**src/rtl/riscv_pmacfg_regs_if.sv**
```systemverilog
// Register bus between the debug/CSR bridge (master) and the PMA config store (slave).
// The master holds req_i until it sees ack_o. The slave reports q_o and err_o
// together with ack_o.
interface riscv_pmacfg_regs_if #(
  parameter int XLEN = 32
);
  logic            req_i;
  logic            we_i;
  logic [5:0]      adr_i;
  logic [XLEN-1:0] d_i;
  logic [XLEN-1:0] q_o;
  logic            ack_o;
  logic            err_o;

  modport master (
    output req_i, we_i, adr_i, d_i,
    input  q_o, ack_o, err_o
  );

  modport slave (
    input  req_i, we_i, adr_i, d_i,
    output q_o, ack_o, err_o
  );
endinterface

```
**src/rtl/riscv_pmacfg_regs.sv**
```systemverilog
// PMA configuration store.
// Software programs a shadow bank over the register bus. A commit copies the
// whole shadow bank into the active bank in a single edge, once the core
// reports that no memory access is in flight. An optional sticky lock
// freezes the map until reset.
// Word map:
//   0..PMA_CNT-1       shadow cfg (14 bits, zero-extended)
//   16..16+PMA_CNT-1   shadow adr
//   32                 CTRL: bit0 commit (W1), bit1 lock (W1, sticky), bit2 pending (RO)
// cfg layout: [1:0] mem_type, [3:2] amo_type, [4] r, [5] w, [6] x, [7] c,
//             [8] cc, [9] ri, [10] wi, [11] m, [13:12] a
module riscv_pmacfg_regs #(
  parameter int              XLEN         = 32,
  parameter int              PMA_CNT      = 16,
  parameter logic [13:0]     PMA_CFG0_RST = 14'h1CF3,
  parameter logic [XLEN-1:0] PMA_ADR0_RST = {XLEN{1'b1}}
) (
  input  logic                          rst_ni,
  input  logic                          clk_i,
  riscv_pmacfg_regs_if.slave            bus,
  input  logic                          idle_i,
  output logic [PMA_CNT-1:0][13:0]      pma_cfg_o,
  output logic [PMA_CNT-1:0][XLEN-1:0]  pma_adr_o,
  output logic                          commit_pending_o,
  output logic                          locked_o
);

  typedef enum logic {
    ST_IDLE    = 1'b0,
    ST_PENDING = 1'b1
  } state_t;

  // Shadow bank (software view) and active bank (checker view)
  logic [13:0]     r_shd_cfg [PMA_CNT];
  logic [XLEN-1:0] r_shd_adr [PMA_CNT];
  logic [13:0]     r_act_cfg [PMA_CNT];
  logic [XLEN-1:0] r_act_adr [PMA_CNT];

  state_t          r_state;
  state_t          w_state_next;
  logic            w_apply;

  logic            r_locked;
  logic            r_ack;
  logic            r_err;
  logic [XLEN-1:0] r_q;

  logic            w_acc;
  logic            w_in_range;
  logic            w_sel_cfg;
  logic            w_sel_adr;
  logic            w_sel_ctrl;
  logic            w_mapped;
  logic            w_err;
  logic            w_wr;
  logic            w_commit_req;
  logic            w_lock_req;
  logic [3:0]      w_idx;
  logic [XLEN-1:0] w_rdata;

  // A request arriving while ack is still high is ignored; the master re-presents it.
  assign w_acc      = bus.req_i & ~r_ack;

  assign w_idx      = bus.adr_i[3:0];
  assign w_in_range = ({1'b0, w_idx} < 5'(PMA_CNT));
  assign w_sel_cfg  = (bus.adr_i[5:4] == 2'b00) & w_in_range;
  assign w_sel_adr  = (bus.adr_i[5:4] == 2'b01) & w_in_range;
  assign w_sel_ctrl = (bus.adr_i == 6'd32);
  assign w_mapped   = w_sel_cfg | w_sel_adr | w_sel_ctrl;

  // Unmapped indices always fail; once locked, every write to a mapped index fails.
  assign w_err      = ~w_mapped | (bus.we_i & r_locked);
  assign w_wr       = w_acc & bus.we_i & w_mapped & ~r_locked;

  assign w_commit_req = w_wr & w_sel_ctrl & bus.d_i[0];
  assign w_lock_req   = w_wr & w_sel_ctrl & bus.d_i[1];

  // Read mux: returns shadow contents, or the CTRL status word.
  always_comb begin
    w_rdata = '0;
    if (w_sel_cfg) begin
      w_rdata = XLEN'(r_shd_cfg[w_idx]);
    end else if (w_sel_adr) begin
      w_rdata = r_shd_adr[w_idx];
    end else if (w_sel_ctrl) begin
      w_rdata = XLEN'({r_state == ST_PENDING, r_locked, 1'b0});
    end
  end

  // Commit FSM state register.
  always_ff @(posedge clk_i or negedge rst_ni) begin
    if (!rst_ni) begin
      r_state <= ST_IDLE;
    end else begin
      r_state <= w_state_next;
    end
  end

  // Commit FSM next state. idle_i is ignored in IDLE, so a commit requested
  // while the core is already idle still waits one cycle before applying.
  always_comb begin
    w_state_next = r_state;
    w_apply      = 1'b0;
    case (r_state)
      ST_IDLE: begin
        if (w_commit_req) begin
          w_state_next = ST_PENDING;
        end
      end
      ST_PENDING: begin
        if (idle_i) begin
          w_apply      = 1'b1;
          w_state_next = ST_IDLE;
        end
      end
      default: w_state_next = ST_IDLE;
    endcase
  end

  // Shadow bank: updated by bus writes. Writes are still allowed while a commit is pending.
  always_ff @(posedge clk_i or negedge rst_ni) begin
    if (!rst_ni) begin
      for (int i = 0; i < PMA_CNT; i++) begin
        r_shd_cfg[i] <= (i == 0) ? PMA_CFG0_RST : 14'h0;
        r_shd_adr[i] <= (i == 0) ? PMA_ADR0_RST : '0;
      end
    end else begin
      for (int i = 0; i < PMA_CNT; i++) begin
        if (w_wr && w_sel_cfg && (w_idx == 4'(i))) begin
          r_shd_cfg[i] <= bus.d_i[13:0];
        end
        if (w_wr && w_sel_adr && (w_idx == 4'(i))) begin
          r_shd_adr[i] <= bus.d_i;
        end
      end
    end
  end

  // Active bank: every entry is copied on the same apply edge.
  always_ff @(posedge clk_i or negedge rst_ni) begin
    if (!rst_ni) begin
      for (int i = 0; i < PMA_CNT; i++) begin
        r_act_cfg[i] <= (i == 0) ? PMA_CFG0_RST : 14'h0;
        r_act_adr[i] <= (i == 0) ? PMA_ADR0_RST : '0;
      end
    end else if (w_apply) begin
      for (int i = 0; i < PMA_CNT; i++) begin
        r_act_cfg[i] <= r_shd_cfg[i];
        r_act_adr[i] <= r_shd_adr[i];
      end
    end
  end

  // Sticky lock. It never cancels a commit that is already pending.
  always_ff @(posedge clk_i or negedge rst_ni) begin
    if (!rst_ni) begin
      r_locked <= 1'b0;
    end else if (w_lock_req) begin
      r_locked <= 1'b1;
    end
  end

  // Bus response: one-cycle pulse of ack, with err and q registered alongside it.
  always_ff @(posedge clk_i or negedge rst_ni) begin
    if (!rst_ni) begin
      r_ack <= 1'b0;
      r_err <= 1'b0;
      r_q   <= '0;
    end else begin
      r_ack <= w_acc;
      r_err <= w_acc & w_err;
      r_q   <= (w_acc && !w_err && !bus.we_i) ? w_rdata : '0;
    end
  end

  assign bus.ack_o        = r_ack;
  assign bus.err_o        = r_err;
  assign bus.q_o          = r_q;
  assign commit_pending_o = (r_state == ST_PENDING);
  assign locked_o         = r_locked;

  // Checker-facing outputs come straight from the active flops.
  for (genvar gi = 0; gi < PMA_CNT; gi++) begin : g_out
    assign pma_cfg_o[gi] = r_act_cfg[gi];
    assign pma_adr_o[gi] = r_act_adr[gi];
  end

endmodule

```
**src/flat_wrapper.sv**
```systemverilog
// flat-port wrapper written by rule: the top's interface ports become plain ports
module riscv_pmacfg_regs_flat 
#(
  parameter int              XLEN         = 32,
  parameter int              PMA_CNT      = 16,
  parameter logic [13:0]     PMA_CFG0_RST = 14'h1CF3,
  parameter logic [XLEN-1:0] PMA_ADR0_RST = {XLEN{1'b1}}
)
  (rst_ni, clk_i, idle_i, pma_cfg_o, pma_adr_o, commit_pending_o, locked_o, bus_req_i, bus_we_i, bus_adr_i, bus_d_i, bus_q_o, bus_ack_o, bus_err_o);
  riscv_pmacfg_regs_if #(.XLEN(XLEN)) bus_i ();
  input  logic rst_ni;
  input  logic clk_i;
  input  logic idle_i;
  output logic [PMA_CNT-1:0][13:0] pma_cfg_o;
  output logic [PMA_CNT-1:0][XLEN-1:0] pma_adr_o;
  output logic commit_pending_o;
  output logic locked_o;
  input wire logic [$bits(bus_i.req_i)-1:0] bus_req_i;
  input wire logic [$bits(bus_i.we_i)-1:0] bus_we_i;
  input wire logic [$bits(bus_i.adr_i)-1:0] bus_adr_i;
  input wire logic [$bits(bus_i.d_i)-1:0] bus_d_i;
  output wire logic [$bits(bus_i.q_o)-1:0] bus_q_o;
  output wire logic [$bits(bus_i.ack_o)-1:0] bus_ack_o;
  output wire logic [$bits(bus_i.err_o)-1:0] bus_err_o;
  assign bus_i.req_i = bus_req_i;
  assign bus_i.we_i = bus_we_i;
  assign bus_i.adr_i = bus_adr_i;
  assign bus_i.d_i = bus_d_i;
  assign bus_q_o = bus_i.q_o;
  assign bus_ack_o = bus_i.ack_o;
  assign bus_err_o = bus_i.err_o;
  riscv_pmacfg_regs #(.XLEN(XLEN), .PMA_CNT(PMA_CNT), .PMA_CFG0_RST(PMA_CFG0_RST), .PMA_ADR0_RST(PMA_ADR0_RST)) u_core (.rst_ni(rst_ni), .clk_i(clk_i), .bus(bus_i), .idle_i(idle_i), .pma_cfg_o(pma_cfg_o), .pma_adr_o(pma_adr_o), .commit_pending_o(commit_pending_o), .locked_o(locked_o));
endmodule
```
**config.mk**
```make
export PLATFORM = sky130hd
export DESIGN_NAME = riscv_pmacfg_regs_flat
export DESIGN_NICKNAME = d
export VERILOG_FILES = /design/src/rtl/riscv_pmacfg_regs_if.sv /design/src/rtl/riscv_pmacfg_regs.sv /design/src/flat_wrapper.sv
export SDC_FILE = /design/constraint.sdc
export NUM_CORES = 2
export LEC_CHECK = 0
export BUFFER_PORTS_ARGS = -buffer_cell sky130_fd_sc_hd__buf_4
export CORE_MARGIN = 8
export CORE_UTILIZATION = 58
export CTS_CLUSTER_DIAMETER = 80
export DETAILED_ROUTE_END_ITERATION = 6
export GPL_ROUTABILITY_DRIVEN = 1
export PLACE_DENSITY_LB_ADDON = 0.08
export SLEW_MARGIN = 5
export SYNTH_ARGS = -nofsm -noshare
export SYNTH_HDL_FRONTEND = slang
export SYNTH_SLANG_ARGS = --single-unit
```
**constraint.sdc**
```tcl
create_clock -name clk_i -period 2.7 [get_ports clk_i]
set_input_delay 0.54 -clock clk_i [delete_from_list [all_inputs] [get_ports clk_i]]
set_output_delay 0.54 -clock clk_i [all_outputs]
set_load 0.05 [all_outputs]
```
==> reports/metrics.yaml <==
grt_max_degree: 108
clock-sinks: 1508
start_util_pct: 58.5
port_buffers: 814
grt_pass1_vias: 38600
max_stage_delay_ns: 0.76
outcome: "complete, no violations"
synth_edf_count: 0
syn_area_um2: 61600
cts_root_buffer: "clkbuf_16"
pwr_density_cell_nw_per_um2: 647
vias: 36900
clock_latency_ns: 0.76
grt_antenna_before_repair: 6
nNetsFinal: 4562
power_mw: 48.7
clk_transition_reported_paths_ns: 0.06
crit_arrival_ns: 2.92
hp-class: "in -> reg"
slew_violations: 0
placementRows: 119
max_freq_mhz: 450
dp_hpwl_mm: 142
synthCells: 3660
routedWlPerCell_um: 32.5
syn_area_per_cell_um2: 16.8
power_switching_share_pct: 23.0
cts_max_level: 4
synth_top_area_share_pct: 58.0
cp_slowest_cell: "nor2_1"
ir_worst_vdd_mv: 0.528
firstDrtPassIters: 5
yosysWarnings: 0
overflow: 0
cts_tree: "done"
synth_area_leaders: "dfrtp_1 (58%), mux2_2 (27%), mux4_2 (7.2%)"
grt_first_pass_wirelength_mm: 282
internal_power_mw: 37.5
min_period_ns: 2.22
setup-violations-final: 0
drive_above_1_share_pct: 63.5
syn_to_final_growth_pct: 22.4
grt.total_usage_pct: 33.1
seqPwrFrac_pct: 49.6
cap_violations: 0
worstPathBufferInverterCount: 0
dieArea_um2: 117000
syn_nets: 3703
cts_buffers: 153
fp.dieH_um: 342
critPathLaunchType: "flop"
critical_path_class: "reg -> reg"
postSynth.asyncResetShare_pct: 100
drc_errors: 0
p_clk_share_pct: 43.9
p_sw_mw: 11.2
layout_common_cells: "mux2_2 (1452), dfrtp_1 (1426), buf_4 (906), mux4_2 (196), clkbuf_16 (159)"
crit_chain: "nor3b_1 -> nand2_1 -> nor2_1 -> a221o_1"
setup_tns_ns: 0
fp.dieW_um: 342
rsz0062_at_grt: "false"
synth-main-ff-cell: "dfrtp_1"
yosysSeqAreaShare_pct: 61.4
routed_wl_mm: 196
tightestPinTransition_ns: 0.959
synth-seq-cells: 1508
relSlewSlack_pct: 35.9
yosysUniqueCellTypes: 46
viasPerCell: 6.11
place.gp.congestion: 0.879
initialDrtViolationCount: 2684
pwr-share-comb_pct: 6.5
cp.required_ns: 3.39
fin_crit_sh_pct: 82.3
dpl_cell_area_um2: 70300
io_pins: 815
coreArea_um2: 105000
synth_top_cell_by_area: "dfrtp_1"
final_antenna_net_count: 0
p_leak_nw: 39.1
cpLargestDelayFamily: "simple AND/OR/NAND/NOR gates"
final_cell_area_um2: 75400
cp-end-kind: "flop"
hold_viol_final: 0
crit_fanout: 10
skew_ns: 0.0252
clockBufferDepth: 3
layout_commonest_cell: "mux2_2"
-- power groups by stage --
stage	Combinational, mW	Clock (mW)	Sequential [mW]
after CTS	3.21	21.7	24.2
after global routing	3.37	22.5	24.2
after floorplan	1.51	0	24.4
after detailed placement	3.19	0	24.6
after global placement	3.13	0	24.6
final	3.16	21.4	24.2
-- final cells by class --
| class | count | area [um2] |
|---|---|---|
| antenna | 4 | 10.0 |
| clock buffer | 248 | 4640 |
| clock inverter | 25 | 410 |
| fill | 7045 | 29900 |
| inverter | 3 | 11.3 |
| multi-input combinational | 1881 | 22600 |
| sequential | 1508 | 37800 |
| tap | 1391 | 1740 |
| timing repair buffer | 972 | 8100 |
-- cells by family (layout without fill, tap and decap cells) --
logic type | Yosys count | count (layout) | share of synthesized area, %
buf+inv | 271 | 1248 | 1.92
compound gates | 49 | 49 | 0.601
other cells | 0 | 4 | 0
simple gates | 108 | 108 | 0.992
mux | 1724 | 1724 | 35.0
flops | 1508 | 1508 | 61.4
-- per-layer routing --
layer,GRT usage [%],share of wire [%]
met1,39.4,36
met2,57.0,52
met3,8.11,7.6
met4,15.0,5.2
met5,0,0.018
-- worst register-to-register path: stages (launching register included) --
cell and delay [ns]:
dfrtp_1 0.42, nor3b_1 0.47, nand2_1 0.20, nor2_1 0.76, a221o_1 0.31
-- cells in the mapped netlist (2+ instances only) --
| master | number |
|---|---|
| a21o_1 | 2 |
| mux2_2 | 1452 |
| inv_1 | 3 |
| o21ai_0 | 5 |
| and2_1 | 3 |
| nand2b_1 | 4 |
| mux2_1 | 41 |
| a2111oi_0 | 3 |
| nor2b_1 | 27 |
| mux4_2 | 196 |
| buf_4 | 12 |
| nor2_1 | 10 |
| mux2i_1 | 35 |
| buf_2 | 88 |
| a31oi_1 | 2 |
| o22ai_1 | 12 |
| dfrtp_1 | 1426 |
| nand3b_1 | 3 |
| clkbuf_1 | 153 |
| nor3_2 | 4 |
| nor3_1 | 2 |
| nand2_1 | 39 |
| nand3_1 | 3 |
| a221o_1 | 10 |
| a211oi_1 | 4 |
| dfstp_2 | 82 |
| a311oi_1 | 2 |
| o21a_1 | 2 |
| buf_1 | 14 |
| nor4_2 | 3 |
| nor4_1 | 2 |
| a22oi_1 | 2 |
-- registers in the layout, summed over array words and instances, names as in the netlist --
| name | flops |
|---|---|
| u_core.pma_adr_o | 512 |
| u_core.r_shd_adr | 512 |
| u_core.pma_cfg_o | 224 |
| u_core.r_shd_cfg | 224 |
| u_core.bus.q_o | 32 |
| u_core.bus.ack_o | 1 |
| u_core.bus.err_o | 1 |
| u_core.commit_pending_o | 1 |
| u_core.locked_o | 1 |
-- what timing repair did --
action	CTS	global route
endpoints found under the hold margin	171	0
hold buffers	2	0
resized for setup	0	0
buffers inserted	0	0
-- stage by stage --
step	setup slack [ns]	util, %	hold slack (ns)	std cells
2_1_floorplan	0.403	-	0.244	3660
3_3_place_gp	0.0981	66.8	0.407	5753
3_5_place_dp	0.0689	66.8	0.408	5753
4_1_cts	0.496	71.6	0.0575	6028
5_1_grt	0.253	71.6	0.0883	6028
6_report	0.477	71.6	0.105	6032
-- final timing paths --
check | slack [ns] | depth (start not counted) | start | endpoint
max in group asynchronous | 1.30 | 4 | rst_ni | u_core.r_shd_cfg[214]
hold / removal | 0.11 | 2 | bus_req_i | u_core.bus.ack_o
setup / recovery | 0.48 | 4 | u_core.bus.ack_o | u_core.bus.q_o[9]
hold reg to reg | 0.50 | 1 | u_core.pma_cfg_o[76] | u_core.pma_cfg_o[76]
setup reg to reg | 0.48 | 4 | u_core.bus.ack_o | u_core.bus.q_o[9]
min in group asynchronous | 0.29 | 2 | rst_ni | u_core.pma_adr_o[506]
Note: power is estimated with default switching activity, not from simulation.
